## config.mk

```make
export PLATFORM = sky130hd
export DESIGN_NAME = mono_mode_ctrl
export DESIGN_NICKNAME = d
export VERILOG_FILES = /design/src/rtl/mono_pkg.sv /design/src/rtl/btn_debounce.sv /design/src/rtl/mono_mode_ctrl.sv
export SDC_FILE = /design/constraint.sdc
export NUM_CORES = 1
export LEC_CHECK = 0
export ABC_AREA = 1
export BUFFER_PORTS_ARGS = -buffer_cell sky130_fd_sc_hd__buf_2
export CELL_PAD_IN_SITES_DETAIL_PLACEMENT = 0
export CELL_PAD_IN_SITES_GLOBAL_PLACEMENT = 1
export CORE_ASPECT_RATIO = 0.8
export CORE_MARGIN = 5
export CORE_UTILIZATION = 38
export CTS_CLUSTER_SIZE = 20
export DETAILED_ROUTE_END_ITERATION = 8
export PLACE_DENSITY_LB_ADDON = 0.12
export SLEW_MARGIN = 20
export SYNTH_ARGS = -nofsm -noshare
export SYNTH_HDL_FRONTEND = slang
export SYNTH_HIERARCHICAL = 1
export SYNTH_SLANG_ARGS = --single-unit
```

## constraint.sdc

```tcl
create_clock -name clk_vga -period 1.8 [get_ports clk_vga]
set_clock_uncertainty 0.05 [all_clocks]
set_input_delay 0.18 -clock clk_vga [delete_from_list [all_inputs] [get_ports clk_vga]]
set_output_delay 0.18 -clock clk_vga [all_outputs]
set_load 0.02 [all_outputs]
```

## src/rtl/mono_pkg.sv

```systemverilog
// mono_pkg: mode codes shared with the RGB-to-monochrome mapper, plus the
// state encoding of the mode controller.
package mono_pkg;

    // Mode codes as consumed by the output mapper
    localparam logic [1:0] MODE_COLOR = 2'b00;
    localparam logic [1:0] MODE_GREEN = 2'b01;
    localparam logic [1:0] MODE_AMBER = 2'b10;
    localparam logic [1:0] MODE_BW    = 2'b11;

    // Button classification states
    typedef enum logic [1:0] {
        ST_IDLE = 2'd0,
        ST_HELD = 2'd1,
        ST_LONG = 2'd2
    } mono_state_e;

    // Next mode in the cycle colour -> green -> amber -> b/w -> colour
    function automatic logic [1:0] mode_next(input logic [1:0] mode);
        return mode + 2'd1;
    endfunction

endpackage

```

## src/rtl/btn_debounce.sv

```systemverilog
// btn_debounce: two-flop synchronizer for an active-low raw button followed by
// a stability counter. A new level is accepted once the synchronized input has
// differed from the accepted level for DEBOUNCE_CYCLES consecutive cycles.
// press_stb / release_stb fire in the cycle the new level is accepted.
module btn_debounce #(
    parameter int DEBOUNCE_CYCLES = 285710
) (
    input  logic clk_vga,
    input  logic rst_n,
    input  logic btn_n,
    output logic btn_level,
    output logic press_stb,
    output logic release_stb
);

    localparam int               CNT_W    = $clog2(DEBOUNCE_CYCLES + 1);
    localparam logic [CNT_W-1:0] CNT_LAST = CNT_W'(DEBOUNCE_CYCLES - 1);

    logic             sync1_n;
    logic             sync2_n;
    logic             btn_s;
    logic [CNT_W-1:0] stable_cnt;
    logic             accept;

    assign btn_s  = ~sync2_n;
    assign accept = (btn_s != btn_level) && (stable_cnt == CNT_LAST);

    // Bring the asynchronous pad into clk_vga; flops reset to "released"
    always_ff @(posedge clk_vga or negedge rst_n) begin
        if (!rst_n) begin
            sync1_n <= 1'b1;
            sync2_n <= 1'b1;
        end else begin
            sync1_n <= btn_n;
            sync2_n <= sync1_n;
        end
    end

    // Count how long the input has disagreed with the accepted level
    always_ff @(posedge clk_vga or negedge rst_n) begin
        if (!rst_n) begin
            stable_cnt <= '0;
            btn_level  <= 1'b0;
        end else if (btn_s == btn_level) begin
            stable_cnt <= '0;
        end else if (accept) begin
            stable_cnt <= '0;
            btn_level  <= btn_s;
        end else begin
            stable_cnt <= stable_cnt + 1'b1;
        end
    end

    // Edge strobes in the acceptance cycle
    always_comb begin
        press_stb   = accept && btn_s;
        release_stb = accept && !btn_s;
    end

endmodule

```

## src/rtl/mono_mode_ctrl.sv

```systemverilog
// mono_mode_ctrl: turns a debounced joystick button into the 2-bit monochrome
// mode code. A short press steps the mode on release, a press held for
// LONG_FRAMES vsync pulses returns to colour. Every change is deferred to the
// start of vertical sync so the palette never switches mid-frame.
//
// Optional build macro MONO_MODE_DIRECT_EN adds mode_req / mode_req_valid so
// a hotkey decoder can request a specific mode; it outranks a pending step but
// not a pending long-press reset.
//
// state   | meaning
// --------+-------------------------------------------------------------
// ST_IDLE | button released, waiting for a debounced press
// ST_HELD | press accepted, counting frames; release = short press
// ST_LONG | long press registered, waiting for a debounced release
module mono_mode_ctrl #(
    parameter int DEBOUNCE_CYCLES  = 285710,
    parameter int LONG_FRAMES      = 60,
    parameter int VSYNC_ACTIVE_LOW = 1
) (
    input  logic       clk_vga,
    input  logic       rst_n,
    input  logic       btn_n,
    input  logic       vga_vsync,
`ifdef MONO_MODE_DIRECT_EN
    input  logic [1:0] mode_req,
    input  logic       mode_req_valid,
`endif
    output logic [1:0] mono_mode,
    output logic       mode_changed
);

    import mono_pkg::*;

    localparam int              FR_W       = $clog2(LONG_FRAMES + 1);
    localparam logic [FR_W-1:0] FRAME_LAST = FR_W'(LONG_FRAMES);

    mono_state_e     state;
    mono_state_e     state_nx;

    logic            btn_level;
    logic            press_stb;
    logic            release_stb;

    logic            vs_active;
    logic            vs_prev;
    logic            vs_start;

    logic [FR_W-1:0] frame_cnt;
    logic            frame_clr;
    logic            frame_inc;
    logic            set_step;
    logic            set_reset;

    logic            pend_step;
    logic            pend_reset;
`ifdef MONO_MODE_DIRECT_EN
    logic            pend_direct;
    logic [1:0]      direct_mode;
`endif

    btn_debounce #(
        .DEBOUNCE_CYCLES(DEBOUNCE_CYCLES)
    ) u_btn_debounce (
        .clk_vga    (clk_vga),
        .rst_n      (rst_n),
        .btn_n      (btn_n),
        .btn_level  (btn_level),
        .press_stb  (press_stb),
        .release_stb(release_stb)
    );

    assign vs_active = (VSYNC_ACTIVE_LOW != 0) ? ~vga_vsync : vga_vsync;
    assign vs_start  = vs_active && !vs_prev;

    // Previous vsync level; starts "active" so no strobe fires right after reset
    always_ff @(posedge clk_vga or negedge rst_n) begin
        if (!rst_n) begin
            vs_prev <= 1'b1;
        end else begin
            vs_prev <= vs_active;
        end
    end

    // State register
    always_ff @(posedge clk_vga or negedge rst_n) begin
        if (!rst_n) begin
            state <= ST_IDLE;
        end else begin
            state <= state_nx;
        end
    end

    // Next-state logic; LONG exits on the level so a release that lands in
    // the same cycle as the long-press decision is not lost
    always_comb begin
        state_nx = state;
        case (state)
            ST_IDLE: begin
                if (press_stb) state_nx = ST_HELD;
            end
            ST_HELD: begin
                if (frame_cnt == FRAME_LAST) state_nx = ST_LONG;
                else if (release_stb)        state_nx = ST_IDLE;
            end
            ST_LONG: begin
                if (!btn_level) state_nx = ST_IDLE;
            end
            default: state_nx = ST_IDLE;
        endcase
    end

    // FSM outputs: frame counter control and pending-flag requests
    always_comb begin
        frame_clr = 1'b0;
        frame_inc = 1'b0;
        set_step  = 1'b0;
        set_reset = 1'b0;
        case (state)
            ST_IDLE: begin
                frame_clr = press_stb;
            end
            ST_HELD: begin
                if (frame_cnt == FRAME_LAST) begin
                    set_reset = 1'b1;
                end else begin
                    frame_inc = vs_start;
                    set_step  = release_stb;
                end
            end
            default: ;
        endcase
    end

    // Frames seen while the button is held, saturating at LONG_FRAMES
    always_ff @(posedge clk_vga or negedge rst_n) begin
        if (!rst_n) begin
            frame_cnt <= '0;
        end else if (frame_clr) begin
            frame_cnt <= '0;
        end else if (frame_inc) begin
            frame_cnt <= frame_cnt + 1'b1;
        end
    end

    // Apply pending requests at vsync start, then record new requests.
    // Requests raised in the apply cycle land after the apply and so wait
    // for the following frame.
    always_ff @(posedge clk_vga or negedge rst_n) begin
        if (!rst_n) begin
            mono_mode    <= MODE_COLOR;
            mode_changed <= 1'b0;
            pend_step    <= 1'b0;
            pend_reset   <= 1'b0;
`ifdef MONO_MODE_DIRECT_EN
            pend_direct  <= 1'b0;
            direct_mode  <= MODE_COLOR;
`endif
        end else begin
            mode_changed <= 1'b0;
            if (vs_start) begin
                if (pend_reset) begin
                    mono_mode    <= MODE_COLOR;
                    mode_changed <= (mono_mode != MODE_COLOR);
                    pend_reset   <= 1'b0;
                    pend_step    <= 1'b0;
`ifdef MONO_MODE_DIRECT_EN
                    pend_direct  <= 1'b0;
`endif
                end
`ifdef MONO_MODE_DIRECT_EN
                else if (pend_direct) begin
                    mono_mode    <= direct_mode;
                    mode_changed <= (mono_mode != direct_mode);
                    pend_direct  <= 1'b0;
                    pend_step    <= 1'b0;
                end
`endif
                else if (pend_step) begin
                    mono_mode    <= mode_next(mono_mode);
                    mode_changed <= 1'b1;
                    pend_step    <= 1'b0;
                end
            end

            if (set_reset) begin
                pend_reset <= 1'b1;
                pend_step  <= 1'b0;
            end else if (set_step) begin
                pend_step  <= 1'b1;
            end

`ifdef MONO_MODE_DIRECT_EN
            if (mode_req_valid) begin
                pend_direct <= 1'b1;
                direct_mode <= mode_req;
                pend_step   <= 1'b0;
            end
`endif
        end
    end

endmodule
```

# == Yosys cells after proc, flatten, opt, wreduce, memory -nomap -nowiden ==
# Cells that the tools add are included.
# classes
n_eq_ne,9
add_sub_neg,3
bitwise,3
reduce_logical,14
mux,25
# ops
operator,n
$mux 19,2
$add 19x1->19 const B,1
$eq 19x19->1 const B,1
$mux 1,14
$mux 2,6
$mux 6,2
$reduce_bool 2->1,4
$add 6x1->6 const B,1
$eq 6x6->1 const B,1
$pmux 2 s3,1
$logic_and 1x1->1,4
$ne 2x2->1 const B,2
$reduce_and 2->1,2
$ne 3x3->1 const B,1
$not 1->1,3
$reduce_and 3->1,1
$reduce_bool 3->1,1
$add 2x1->2 const B,1
$eq 2x1->1 const B,1
$eq 2x2->1 const B,1
$logic_not 2->1,1
$eq 1x1->1,1
$logic_not 1->1,1
$ne 1x1->1,1
# totals
in_bits,4
regBits,36
wordCells,65

# == Longest topological paths before layout ==
# Gate-level depths: netlist (run 1).
# depth
word_depth,8
mapped_depth,11
depth_no_buf,11

# == Cells and area by module ==
# The synthesis (run 1) kept the hierarchy.
# by_module_without_submodules
module,instances,cells_each,area_per_inst_um2
btn_debounce,1,205,1410.1
mono_mode_ctrl,1,86,729.4

# == Worst setup path after synthesis (run 1) ==
# No wires, ideal clock.
# synth_timing
path_kind,reg2reg
start,register u_btn_debounce.sync2_n
end,register frame_cnt[5]
stages_incl_launch_ff,12
slack_ns,-0.012
path_buffers,1
arrival_time_ns,1.644
synth_period_minus_slack_ns,1.812
path_cell_list,dfstp_2 > inv_1 > nand2_1 > nand2_1 > buf_4 > nor2_1 > nand4_1 > nor2_1 > nor3b_2 > inv_2 > nand4_1 > nand2_1
# synth_between
elab_chain_len,6
word_cells_on_any_way,7
# synth_rtl
item,line_no,source
start: declaration,btn_debounce.sv:20,logic sync2_n;
start signal: assignment,btn_debounce.sv:35,sync2_n <= sync1_n;
$not 1->1 (*),btn_debounce.sv:25,assign btn_s = ~sync2_n;
$ne 1x1->1,btn_debounce.sv:26,assign accept = (btn_s != btn_level) && (stable_cnt == CNT_LAST);
$logic_and 1x1->1,btn_debounce.sv:26,
$logic_and 1x1->1 (*),btn_debounce.sv:56,press_stb = accept && btn_s;
net press_stb,mono_mode_ctrl.sv:41,logic press_stb;
$mux 1 (*),mono_mode_ctrl.sv:118,case (state)
$mux 6 or $reduce_bool 2->1 (tied branches),n/a,
end signal: assignment,mono_mode_ctrl.sv:141,frame_cnt <= frame_cnt + 1'b1;
end: declaration,mono_mode_ctrl.sv:48,logic [FR_W-1:0] frame_cnt;
# Mark *: on every way through the listed nets, which the timed path passes. The rest lies on a longest branch.
# A chain may end at the register's enable or synchronous reset.

# == Worst setup path in the final report (run 1) ==
# layout_timing
start,register u_btn_debounce.sync2_n
end,register frame_cnt[2]
# The elaborated chain is that of the path after synthesis.

==> run summary, run 1 <==
The first routing iteration left 52 violations. The placed standard-cell area was 2390 um2; the power per standard cell area was 656 nW/um2. Start point of the worst hold path: u_btn_debounce/sync1_n.

The run finished with clean final reports. The highest clock rate was 0.580 GHz; the per-cell via count in the routed design was 4.49. Sequential area share after synthesis: 0.423. The tree is rooted in a sky130_fd_sc_hd__clkbuf_8. The path with the worst hold slack has its endpoint at u_btn_debounce/sync2_n. By area the synthesized netlist is led by sky130_fd_sc_hd__dfrtp_1 39%, sky130_fd_sc_hd__nand2_1 13%, sky130_fd_sc_hd__nor2_1 8.2%. The most used flip-flop cell after synthesis is sky130_fd_sc_hd__dfrtp_1. The library cell appearing most often on the critical path was sky130_fd_sc_hd__nand2_1. The setup path with the least slack is of type reg -> reg.

Relative to the synthesized area, the layout overhead comes to 19.3%. Terminus of the critical flop-to-flop path: frame_cnt[2]. The tool flagged a number of max-cap violations equal to 0. The share of the synthesized area in the top cell type was 0.386. Traced cell by cell, the critical path runs through inv_1 > nand2_1 > nand2_1 > nor2_1 > nand4_1 > nor2_1 > nor3b_4 > inv_2 > nand3_1 > nand2_1. Yosys printed 6 warnings. The synthesized netlist occupies a cell area of 2140 um2.

The number of antenna diodes in the final layout is 0. The later pin in the worst-skew pair is clocked with a latency of 0.29 ns. The multiplexer area fraction after synthesis was 0.

The wire length per cell after detailed routing is 12.0 um. The share of layout cells above drive strength 1 was 0.206. CTS saw 36 sinks.

The flip-flop and latch count after synthesis is 36. The combined global-route utilization of all metal layers is 0.148, and the clock network fraction of total power is 0.430. For this run, design rule violations remaining after detail routing come to 0.

The first detailed-routing pass ran for 4 iterations. The floorplan has 24 rows. Startpoint type of the worst setup path: a register. TritonCTS built the clock tree. The clock tree synthesis step divided the H-tree into 2 levels. The synthesized netlist cell count came out at 291.

The run gives 0.08 ns as the setup slack of the most critical reg-to-reg path. The net count reported at finish is 334. The cell taking the most area after synthesis was sky130_fd_sc_hd__dfrtp_1. Area enclosed by the die boundary: 7240 um2.

The maximum cell stage delay along the critical path is 0.54 ns. Input and output buffers added on the ports amount to 6. By area, the combinational part of the netlist is dominated by simple AND/OR/NAND/NOR gates.

The arithmetic-cell share of the synthesized area counting full adders, half adders and majority gates is 0.0292, and the number of endpoints failing setup at the final stage is 0. The floorplan step defined a core boundary enclosing 5470 um2. The clock passes through at most 2 buffers.

In the layout the commonest cells are 75 x sky130_fd_sc_hd__nand2_1, 47 x sky130_fd_sc_hd__nor2_1, 38 x sky130_fd_sc_hd__inv_1. The run gives 1.85 ns as the arrival time reported for the critical path endpoint. The average instance area after synthesis works out to 7.35 um2. The path depth of the worst reg2reg path is 10, and the HPWL after detailed placement is 3680 um. Hold violation count in the final report: 0.

The synthesized-area fraction occupied by xor and xnor cells was 0.0287. Setup repair after global routing could not meet its margin everywhere. The tools report the element type at the critical path end as a register. The multi-input combinational cells in the finished layout cover a total of 1050 um2. At the pin with the least slew margin, the transition time is 0.473 ns. The maximum ir drop on the vdd rail came out at 0.428 mV.

Summing over every cut layer, the via total after detailed routing is 1812. After synthesis, the netlist uses 26 different library cells. Leaving out fill and tap cells, the most frequent cell in the layout is sky130_fd_sc_hd__nand2_1. For the combinational group share of total power, the log shows 0.068.

The logs give 1.28 mW for the internal power component and 0.391 for the effective utilization at floorplan. The count of flip-flops with a built-in enable after synthesis was 0; the maximum net fanout on the critical path was 6. The clock period minus worst slack was 1.72 ns. The run gives 0.685 as the normalized max-slew margin. Summed over all nets, the switching power comes to 0.394 mW. The net count after synthesis is 300, and the switching share of power is 0.235. The slowest cell on the critical path is sky130_fd_sc_hd__dfstp_2. The basic-gate share of the synthesized area counting and, or, nand and nor cells is 0.394. The tools report the number of CTS-inserted buffers as 5. Counting the fill cells in the layout gives 595. Clock-pin slew was measured on the worst setup and hold paths at 0.08 ns. The worst hold path belongs to the class reg -> reg. The worst register-to-register path begins at u_btn_debounce/sync2_n. The via count of the first global-routing pass is 1747. The logs give 0 for the total grt overflow and 8450 um for the global-route wire length before repair. The async set-or-reset flop fraction in the synthesized netlist was 1.00; the compound-gate portion of the synthesized area was 0.0304.

Entering global routing, the biggest net connects 37 pins. Registers take 905 um2. Summed over all cells, the static leakage comes to 1.30 nW. The run gives 0.763 as the routability congestion estimate from global placement.

In this run the remaining antenna-violating nets after routing total 0. The sequential fraction of design power was 0.503. The tools report the initial antenna violation count as 0. The detailed-route wire length was 4850 um. The worst hold path passes through 0 cells. On the final layout, the worst hold slack is 0.312 ns. The boundary pin count was 7; the die span in y was 77.1 um.

The share of the cycle needed by the critical path after routing works out to 0.958. The post-route standard cell area excluding fillers is 2550 um2, and the critical path required time is 1.93 ns. In this run the horizontal extent of the chip is 93.9 um. The number of pins with negative max-slew slack in the final report came out at 0.
-- routing by layer --
metal	up-vias	global-route usage	wire (um)
li1	967	-	-
met1	821	0.235	2740
met2	22	0.202	1910
met3	2	0.0323	178
met4	0	0.0303	18
met5	-	0	0
-- cell families after synthesis --
| logic type | count (synthesis) |
|---|---|
| AO/OA/AOI/OAI | 12 |
| XOR/XNOR | 7 |
| adder cells (fa/ha/maj) | 5 |
| buffers and inverters | 50 |
| flip-flops | 36 |
| AND/OR/NAND/NOR | 181 |
-- stage by stage --
stage	power [mW]	std cells	TNS, ns	utilization	setup WS (ns)
3_5_place_dp	0.968	391	0	0.437	0.0774
2_1_floorplan	0.916	291	0	-	0.0149
5_1_grt	1.75	404	-0.937	0.467	-0.163
3_3_place_gp	0.968	391	0	0.437	0.0987
6_report	1.68	404	0	0.467	0.0760
4_1_cts	1.69	402	0	0.462	0.0686
-- flip-flops by register name, summed over array words and instances (netlist names) --
name / cells
state: 2
vs_prev: 1
pend_reset: 1
mono_mode: 2
u_btn_debounce/stable_cnt: 19
u_btn_debounce/btn_level: 1
pend_step: 1
u_btn_debounce/sync1_n: 1
mode_changed: 1
u_btn_debounce/sync2_n: 1
frame_cnt: 6
-- critical path: cells and delay by family (launching register included) --
kind / cells / cell delay, ns
and+or+nand+nor: 8 / 0.85
DFF: 1 / 0.54
buffers and inverters: 2 / 0.17
-- cell usage after synthesis (2+ instances only) --
cell and n:
sky130_fd_sc_hd__a21oi_1 2, sky130_fd_sc_hd__buf_4 2, sky130_fd_sc_hd__clkinv_1 2, sky130_fd_sc_hd__dfrtp_1 33
sky130_fd_sc_hd__dfstp_2 3, sky130_fd_sc_hd__ha_1 5, sky130_fd_sc_hd__inv_1 38, sky130_fd_sc_hd__inv_2 7
sky130_fd_sc_hd__nand2_1 75, sky130_fd_sc_hd__nand2_2 3, sky130_fd_sc_hd__nand3_1 24, sky130_fd_sc_hd__nand4_1 9
sky130_fd_sc_hd__nor2_1 47, sky130_fd_sc_hd__nor2_2 9, sky130_fd_sc_hd__nor2_4 7, sky130_fd_sc_hd__nor3_1 3
sky130_fd_sc_hd__o21ai_0 3, sky130_fd_sc_hd__o21ai_1 5, sky130_fd_sc_hd__xor2_1 7
-- power groups by stage --
stage | Clock (mW) | Combinational [mW] | Sequential [mW]
final | 0.719 | 0.114 | 0.842
after global routing | 0.780 | 0.130 | 0.845
after CTS | 0.736 | 0.116 | 0.842
after detailed placement | 0 | 0.111 | 0.857
after global placement | 0 | 0.110 | 0.857
after floorplan | 0 | 0.0455 | 0.871
-- how the worst max path moves through the flow --
stage / start / to / slack [ns] / cells after the start
global placement: u_btn_debounce/stable_cnt[15] / frame_cnt[5] / 0.1 / 8
floorplan: u_btn_debounce/sync2_n / frame_cnt[5] / 0.01 / 11
global route: u_btn_debounce/stable_cnt[1] / frame_cnt[2] / -0.16 / 10
CTS: u_btn_debounce/sync2_n / frame_cnt[5] / 0.07 / 10
finish: u_btn_debounce/sync2_n / frame_cnt[2] / 0.08 / 10
detailed placement: u_btn_debounce/sync2_n / frame_cnt[5] / 0.08 / 10
-- layout make-up --
type,instances,share of cell area
clock inverters,2,0.0137
flip-flops and latches,36,0.354
clock buffers,6,0.0284
inverters,47,0.0691
well taps,78,0.0382
multi-input cells,205,0.411
repair buffers,30,0.0853
-- what timing repair did --
item / in CTS / in global routing
setup buffers: 0 / 2
hold endpoints to repair: 35 / 0
setup endpoints to repair: 0 / 10
gates resized for setup: 0 / 2
hold buffers: 3 / 0
(Power assumes the default switching activity.)
==> inputs of run 2 (changes only) <==
--- a/config.mk
+++ b/config.mk
@@ -11,7 +11,7 @@
 export CELL_PAD_IN_SITES_GLOBAL_PLACEMENT = 1
 export CORE_ASPECT_RATIO = 0.8
 export CORE_MARGIN = 5
-export CORE_UTILIZATION = 38
+export CORE_UTILIZATION = 35
 export CTS_CLUSTER_SIZE = 20
 export DETAILED_ROUTE_END_ITERATION = 8
 export PLACE_DENSITY_LB_ADDON = 0.12
==> run 2 against run 1 <==
  * Total power decreased by 3.9%
  * Register-to-register slack got worse by 0.02 ns
  * Sequential share of layout area decreased by 0.14 points
  * Via count shrank 0.88%
  * Global-route usage fell by 1.4 points
  * Cell area up 0.39%
  * Non-clock buffer count fell by 1
  * Critical path type unchanged
==> run summary, run 2 (synthesis results as in run 1) <==
The flow ran to the end, and the final reports show no timing, DRC or antenna violations. TritonCTS built the clock tree. The logs give 0 (unchanged) for the initial antenna violation count and 2 (unchanged) for the number of H-tree levels. Global-route wire length before repair: 8250 um (-2.3%). Ranked by flip-flop count, first place goes to u_btn_debounce/stable_cnt.

The most critical setup path has its startpoint at u_btn_debounce/stable_cnt[16]. The number of core rows is 25 (+4.2%), and the arrival time reported for the critical path endpoint is 1.88 ns (+0.03 ns). The maximum net fanout on the critical path was 6 (unchanged); the number of vias after detailed routing was 1796 (-0.88%). The share of layout cells above drive strength 1 was 0.206 (+0.000632). The detailed router used layers up to and including met4.

Core region area: 5910 um2 (+8.2%). The wire length per cell after detailed routing came out at 11.8 um (-1.6%). The area of the multi-input gates was 1060 um2 (+0.83%). For the number of max-cap violations, the log shows 0 (unchanged). The run gives 1.93 ns (about the same) as the critical path required time.

The actual transition at the worst max-transition pin was 0.434 ns (-0.0382 ns). The most common cell after layout, fill and taps aside is sky130_fd_sc_hd__nand2_1. In this run the clock root is driven by a sky130_fd_sc_hd__clkbuf_8.

STA classifies the critical path startpoint as a register. The run gives 0.134 (-0.0142) as the combined global-route utilization of all metal layers. STA classifies the critical path endpoint as a register. The highest clock rate came out at 0.574 GHz (-0.99%). The tightest min-delay check is of the in -> async type. Per-cell via count in the routed design: 4.42 (-1.4%). The pre-CTS setup slack was 0.0355 ns (-0.0419 ns).

The maximum root-to-sink buffer count came out at 2 (unchanged). Setup repair after global routing could not meet its margin everywhere. Sequential cell area in the final layout: 905 um2 (unchanged).

The number of pins with negative max-slew slack in the final report came out at 0 (unchanged). Hold violation count in the final report: 0 (unchanged). The logs give 625 (+5.0%) for the number of filler cells placed in the layout and 0.357 mV (-17%) for the maximum ir drop on the vdd rail. The sum of met3 wire segment lengths after detailed routing was 126 um (-29%). The top cell types in the final layout, fill and taps aside, are 75 x sky130_fd_sc_hd__nand2_1, 47 x sky130_fd_sc_hd__nor2_1, 38 x sky130_fd_sc_hd__inv_1. The share of the cycle needed by the critical path after routing works out to 0.967 (+0.00954). The number of CTS-inserted buffers is 5 (unchanged), and the synthesis-to-finish area growth is 19.8%. The logs give 0.794 (+4.0%) for the routability congestion estimate from global placement and 0.29 ns (about the same) for the clock insertion delay at the later pin of the skew report.

For the pin count of the biggest net entering global routing, the log shows 20 (-46%). The normalized max-slew margin came out at 0.710 (+0.0255). The clock period minus worst slack is 1.74 ns (+0.0172 ns). The run gives 0 ns (unchanged) as the final sum of negative setup slack. In this run the critical register-to-register path is launched from u_btn_debounce/stable_cnt[16]. The run gives 0 (unchanged) as the number of design rule violations left after detail routing. The run gives 0 (unchanged) as the number of nets with antenna violations after detailed routing.

The run gives 7790 um2 (+7.5%) as the area enclosed by the die boundary. The number of port buffers came out at 6 (unchanged). The die span in y came out at 79.9 um (+3.7%). For the DRC violation total after the first TritonRoute iteration, the log shows 59 (+13%). The standby leakage power was 1.30 nW (-0.24%); the net count reported at finish was 333 (-0.30%). For the number of clock sinks seen by CTS, the log shows 36 (unchanged).

The met2 wirelength from detailed routing came out at 1930 um (+0.99%). The tools report the HPWL after detailed placement as 3720 um (+1.0%). The run gives 0 (unchanged) as the total grt overflow. Final worst-path setup slack: 0.0589 ns (-0.0172 ns). The detailed-router iteration count before antenna repair is 4 (unchanged). The tools report the total inserted antenna cells as 0 (unchanged). The number of flip-flops under the largest register name was 19 (unchanged). The logs give 2670 um (-2.6%) for the met1 wire length and 0.362 (-0.0296) for the effective utilization at floorplan. The tools report the number of endpoints failing setup at the final stage as 0 (unchanged). The logs give 1735 (-0.69%) for the via count of the first global-routing pass and 7 (unchanged) for the boundary pin count. The width of the die was 97.4 um (+3.8%).

The largest registers in the layout are u_btn_debounce/stable_cnt: 19 flops, frame_cnt: 6 flops. The clock-pin slew on the worst setup and hold paths was 0.07 ns (about the same). The worst setup path is of the reg -> reg kind. The detailed-route wire length was 4800 um (-1.1%); the power per standard cell area was 628 nW/um2 (-4.3%).
## run 2: changes by cell type in the layout (fill, tap and decap cells not counted), sizes merged
cell,delta
clkinv,-1
buf,-1
bufinv,-1
clkbuf,+2
## run 2: worst paths after layout
check	endpoint	slack (ns)	depth (start not counted)
min in group clk_vga	u_btn_debounce/sync2_n	0.31	0
max in group asynchronous	u_btn_debounce/stable_cnt[16]	0.94	3
worst min-delay path	u_btn_debounce/stable_cnt[3]	0.31	2
worst min register to register	u_btn_debounce/sync2_n	0.31	0
worst max register to register	frame_cnt[5]	0.06	8
worst max-delay path	frame_cnt[5]	0.06	8
## run 2: through the flow
| stage | hold slack, ns | power [mW] | area (um2) | std cells | util |
|---|---|---|---|---|---|
| final | 0.307 | 1.61 | 2560 | 406 | 0.433 |
| after global routing | 0.317 | 1.70 | 2560 | 406 | 0.433 |
| after CTS | 0.308 | 1.64 | 2530 | 404 | 0.428 |
| after detailed placement | 0.100 | 0.970 | 2400 | 393 | 0.406 |
| after global placement | 0.102 | 0.969 | 2400 | 393 | 0.406 |
| after floorplan | -0.166 | 0.916 | 2150 | 291 | - |
## run 2: layout make-up
class	count	share of cell area
clock buffers	8	0.0391
multi-input cells	205	0.413
repair buffers	29	0.0869
inverters	47	0.0688
flip-flops and latches	36	0.353
well taps	81	0.0396
## run 2: worst max-delay path: stages, from the launching register on
cell and delay, ns:
sky130_fd_sc_hd__dfrtp_1 0.39, sky130_fd_sc_hd__nor4_2 0.29, sky130_fd_sc_hd__buf_4 0.16, sky130_fd_sc_hd__nand4_1 0.12
sky130_fd_sc_hd__nor2_1 0.11, sky130_fd_sc_hd__nor3b_4 0.25, sky130_fd_sc_hd__inv_2 0.11, sky130_fd_sc_hd__nand4_1 0.10
sky130_fd_sc_hd__nand2_1 0.05
## run 2: routing by layer
metal / vias up / GRT usage
met5: - / 0
met4: 0 / 0.0456
met3: 7 / 0.0288
met2: 19 / 0.196
met1: 808 / 0.194
li1: 962 / -
## run 2: power by group
part / internal, mW / switching (mW) / total, mW
Clock: 0.350 / 0.296 / 0.646
Sequential: 0.830 / 0.0117 / 0.842
Combinational: 0.0452 / 0.0768 / 0.122
## run 2: repair_timing
item | CTS | global route
gates resized for setup | 0 | 3
setup buffers | 0 | 2
endpoints found under the setup margin | 0 | 7
hold endpoints to repair | 16 | 0
hold buffers | 3 | 0
==> inputs of run 3 (changes only) <==
--- a/config.mk
+++ b/config.mk
@@ -5,7 +5,7 @@
 export SDC_FILE = /design/constraint.sdc
 export NUM_CORES = 1
 export LEC_CHECK = 0
-export ABC_AREA = 1
+export ABC_AREA = 0
 export BUFFER_PORTS_ARGS = -buffer_cell sky130_fd_sc_hd__buf_2
 export CELL_PAD_IN_SITES_DETAIL_PLACEMENT = 0
 export CELL_PAD_IN_SITES_GLOBAL_PLACEMENT = 1
==> run 3 against run 2 <==
  * Routed wire length shrank 23%
  * Core utilization rose by 1.1 points
  * Sequential share of layout area rose by 5.6 points
  * Highest routed layer unchanged
  * Critical path type unchanged
  * Largest power group unchanged
  * Clock-buffer cell count decreased by 1
  * Sequential power fell by 1%
  * Global-route usage shrank 0.95 points
==> run summary, run 3 <==
The flow ran to the end, and the final reports show no timing, DRC or antenna violations. The global-route wire length before repair was 6460 um (-22%). The largest registers in the layout are u_btn_debounce/stable_cnt: 19 flops, frame_cnt: 6 flops. The biggest area contributor in the post-synthesis netlist is sky130_fd_sc_hd__dfrtp_1. The per-cell via count in the routed design is 4.92 (+11%). The commonest cells after synthesis are 33 x sky130_fd_sc_hd__dfrtp_1, 28 x sky130_fd_sc_hd__nor2_1, 15 x sky130_fd_sc_hd__xnor2_1, 11 x sky130_fd_sc_hd__inv_1, 11 x sky130_fd_sc_hd__nand2_1. The sum of met3 wire segment lengths after detailed routing was 121 um (-4.0%). The run gives 39 (+50%) as the distinct cell type count of the synthesized netlist.

Width of the die: 90.0 um (-7.6%). The number of port buffers works out to 6 (unchanged). The worst setup path is launched from a register. The average instance area after synthesis was 10.1 um2 (+38%).

The most common cell after layout, fill and taps aside is sky130_fd_sc_hd__dfrtp_1. The power per standard cell area is 754 nW/um2 (+20%), and the number of max-cap violations is 0 (unchanged). After synthesis, the cell types taking the most area are sky130_fd_sc_hd__dfrtp_1 46%, sky130_fd_sc_hd__xnor2_1 7.3%, sky130_fd_sc_hd__nor2_1 5.9%.

The share of the synthesized area in the top cell type was 0.461 (+0.0749). The tools report the final sum of negative setup slack as 0 ns (unchanged). The post-route standard cell area excluding fillers is 2210 um2 (-14%), and the normalized max-slew margin is 0.685 (-0.0250).

Number of H-tree levels: 2 (unchanged). The detailed-router iteration count before antenna repair was 4 (unchanged). The maximum net fanout on the critical path works out to 18 (+12). The logs give 2 (unchanged) for the maximum root-to-sink buffer count and 0.771 (-2.9%) for the routability congestion estimate from global placement. The clock-pin slew on the worst setup and hold paths works out to 0.08 ns (about the same). The run gives 1970 um (-26%) as the met1 wire length. The number of CTS-inserted buffers is 5 (unchanged).

The register bank with the most flops is u_btn_debounce/stable_cnt. The die span in y is 74.0 um (-7.4%), and the synthesized netlist cell count is 177 (-39%). The path category of the worst min-delay check is reg -> reg. Highest clock rate: 0.586 GHz (+2.0%).

The library cell used as clock root buffer is sky130_fd_sc_hd__clkbuf_8. The run gives 0 (unchanged) as the total grt overflow. The standby leakage power was 0.930 nW (-28%); the area enclosed by the die boundary was 6660 um2 (-14%).

The synthesis-to-finish area growth is 23.6%. TritonCTS built the clock tree. The tools report the maximum ir drop on the vdd rail as 0.478 mV (+34%).

Setup repair after global routing could not meet its margin everywhere. The critical path class was reg -> reg. Number of vias after detailed routing: 1339 (-25%).

The placed standard-cell area is 2020 um2 (-16%), and the pin count of the biggest net entering global routing is 37 (+85%). The logs give 0 (unchanged) for the total inserted antenna cells and 0 (unchanged) for the initial antenna violation count. For the number of design rule violations left after detail routing, the log shows 0 (unchanged). The share of layout cells above drive strength 1 works out to 0.243 (+0.0367).

The actual transition at the worst max-transition pin came out at 0.472 ns (+0.0374 ns). The DRC violation total after the first TritonRoute iteration is 82 (+39%). The share of the cycle needed by the critical path after routing is 0.949 (-0.0187), and the number of core rows is 23 (-8.0%). The clock period minus worst slack is 1.71 ns (-0.0337 ns).

The final worst-path setup slack is 0.0925 ns (+0.0337 ns). The clock insertion delay at the later pin of the skew report is 0.28 ns (about the same), and the count of flip-flops with a built-in enable after synthesis is 0 (unchanged). The sequential area share after synthesis was 0.505 (+0.0821); the detailed-route wire length was 3700 um (-23%). The core region area came out at 4980 um2 (-16%).

The combined global-route utilization of all metal layers is 0.124 (-0.00955). The run gives 1560 um (-19%) as the met2 wirelength from detailed routing. Wire length per cell after detailed routing: 13.6 um (+15%). The number of pins with negative max-slew slack in the final report was 0 (unchanged). The number of nets with antenna violations after detailed routing is 0 (unchanged), and the netlist area before placement is 1790 um2 (-16%). The total power was 1.67 mW (+3.7%). The flip-flop and latch count after synthesis came out at 36 (unchanged). The net count after synthesis is 186 (-38%), and the net count reported at finish is 218 (-35%).

The number of flip-flops under the largest register name works out to 19 (unchanged). The worst setup path is captured at a register. The warning count from the yosys run is 6 (unchanged), and the boundary pin count is 7 (unchanged).

The tools report the HPWL after detailed placement as 2660 um (-28%). The critical path required time came out at 1.92 ns (about the same). The via count of the first global-routing pass was 1325 (-24%). By instance count, the leading cell after synthesis is sky130_fd_sc_hd__dfrtp_1.

The run gives 36 (unchanged) as the number of clock sinks seen by CTS. The arrival time reported for the critical path endpoint is 1.82 ns (-0.06 ns). Leaving out fill and tap cells, the most frequent cells in the layout are 32 x sky130_fd_sc_hd__dfrtp_1, 28 x sky130_fd_sc_hd__nor2_1, 18 x sky130_fd_sc_hd__buf_4. The run gives 0.360 (-0.00202) as the effective utilization at floorplan. The highest metal layer carrying signal wires in the routed design is met4. The most used flip-flop cell after synthesis is sky130_fd_sc_hd__dfrtp_1. The logs give 0 (unchanged) for the hold violation count in the final report and 0 (unchanged) for the number of endpoints failing setup at the final stage. The async set-or-reset flop fraction in the synthesized netlist was 1.00 (unchanged). For the pre-CTS setup slack, the log shows 0.0244 ns (-0.0111 ns).
[run 3: layout make-up]
class	count	area (um2)
Fill cell	491	2760
Sequential cell	36	906
Multi-Input combinational cell	128	868
Timing Repair Buffer	27	195
Clock buffer	7	96.3
Tap cell	62	77.6
Inverter	11	41.3
Clock inverter	1	30.0
[run 3: metrics by stage]
stage | hold slack [ns] | util | std cells
after floorplan | -0.166 | - | 177
after global placement | 0.201 | 0.407 | 261
after detailed placement | 0.208 | 0.407 | 261
after CTS | 0.309 | 0.439 | 272
after global routing | 0.313 | 0.445 | 272
final | 0.308 | 0.445 | 272
[run 3: layer usage]
metal	vias up	GRT usage
met1	644	0.181
met2	14	0.177
met4	0	0.0446
met5	-	0
met3	4	0.0344
li1	677	-
[run 3: power breakdown]
group | leakage [nW] | total (mW) | switching, mW | internal [mW]
logic | 0.395 | 0.0631 | 0.0400 | 0.0230
registers | 0.471 | 0.831 | 0.00998 | 0.821
clock network | 0.0645 | 0.775 | 0.286 | 0.489
total | 0.930 | 1.67 | 0.336 | 1.33
[run 3: path summary, 6_finish.rpt]
check / cells after the start / slack [ns] / endpoint / startpoint
worst min register to register: 0 / 0.31 / u_btn_debounce/sync2_n / u_btn_debounce/sync1_n
worst max register to register: 6 / 0.09 / u_btn_debounce/stable_cnt[3] / u_btn_debounce/stable_cnt[16]
max in group asynchronous: 3 / 0.91 / u_btn_debounce/sync1_n / rst_n
worst max-delay path: 6 / 0.09 / u_btn_debounce/stable_cnt[3] / u_btn_debounce/stable_cnt[16]
worst min-delay path: 0 / 0.31 / u_btn_debounce/sync2_n / u_btn_debounce/sync1_n
min in group asynchronous: 3 / 0.43 / u_btn_debounce/stable_cnt[8] / rst_n
[run 3: repair_timing]
action	4_1_cts	5_1_grt
hold endpoints to repair	35	0
endpoints found under the setup margin	1	23
setup buffers	0	0
hold buffers	3	0
resized for setup	1	6
cloned	0	0
pin swaps	0	2
[run 3: kinds of logic (layout without fill, tap and decap cells)]
group	after synthesis	count (layout)	synth area share
simple gates	83	83	0.249
xor+xnor	16	16	0.0782
buf+inv	13	46	0.0286
mux	5	5	0.0286
flops	36	36	0.505
compound gates	19	19	0.0754
fa+ha+maj	5	5	0.0349
[run 3: worst max-delay path: stages (launching register included)]
cell	delay, ns
sky130_fd_sc_hd__dfrtp_1	0.39
sky130_fd_sc_hd__nor4_2	0.29
sky130_fd_sc_hd__nand4_1	0.20
sky130_fd_sc_hd__buf_4	0.20
sky130_fd_sc_hd__o21ai_1	0.12
sky130_fd_sc_hd__buf_4	0.25
sky130_fd_sc_hd__nor2_1	0.08
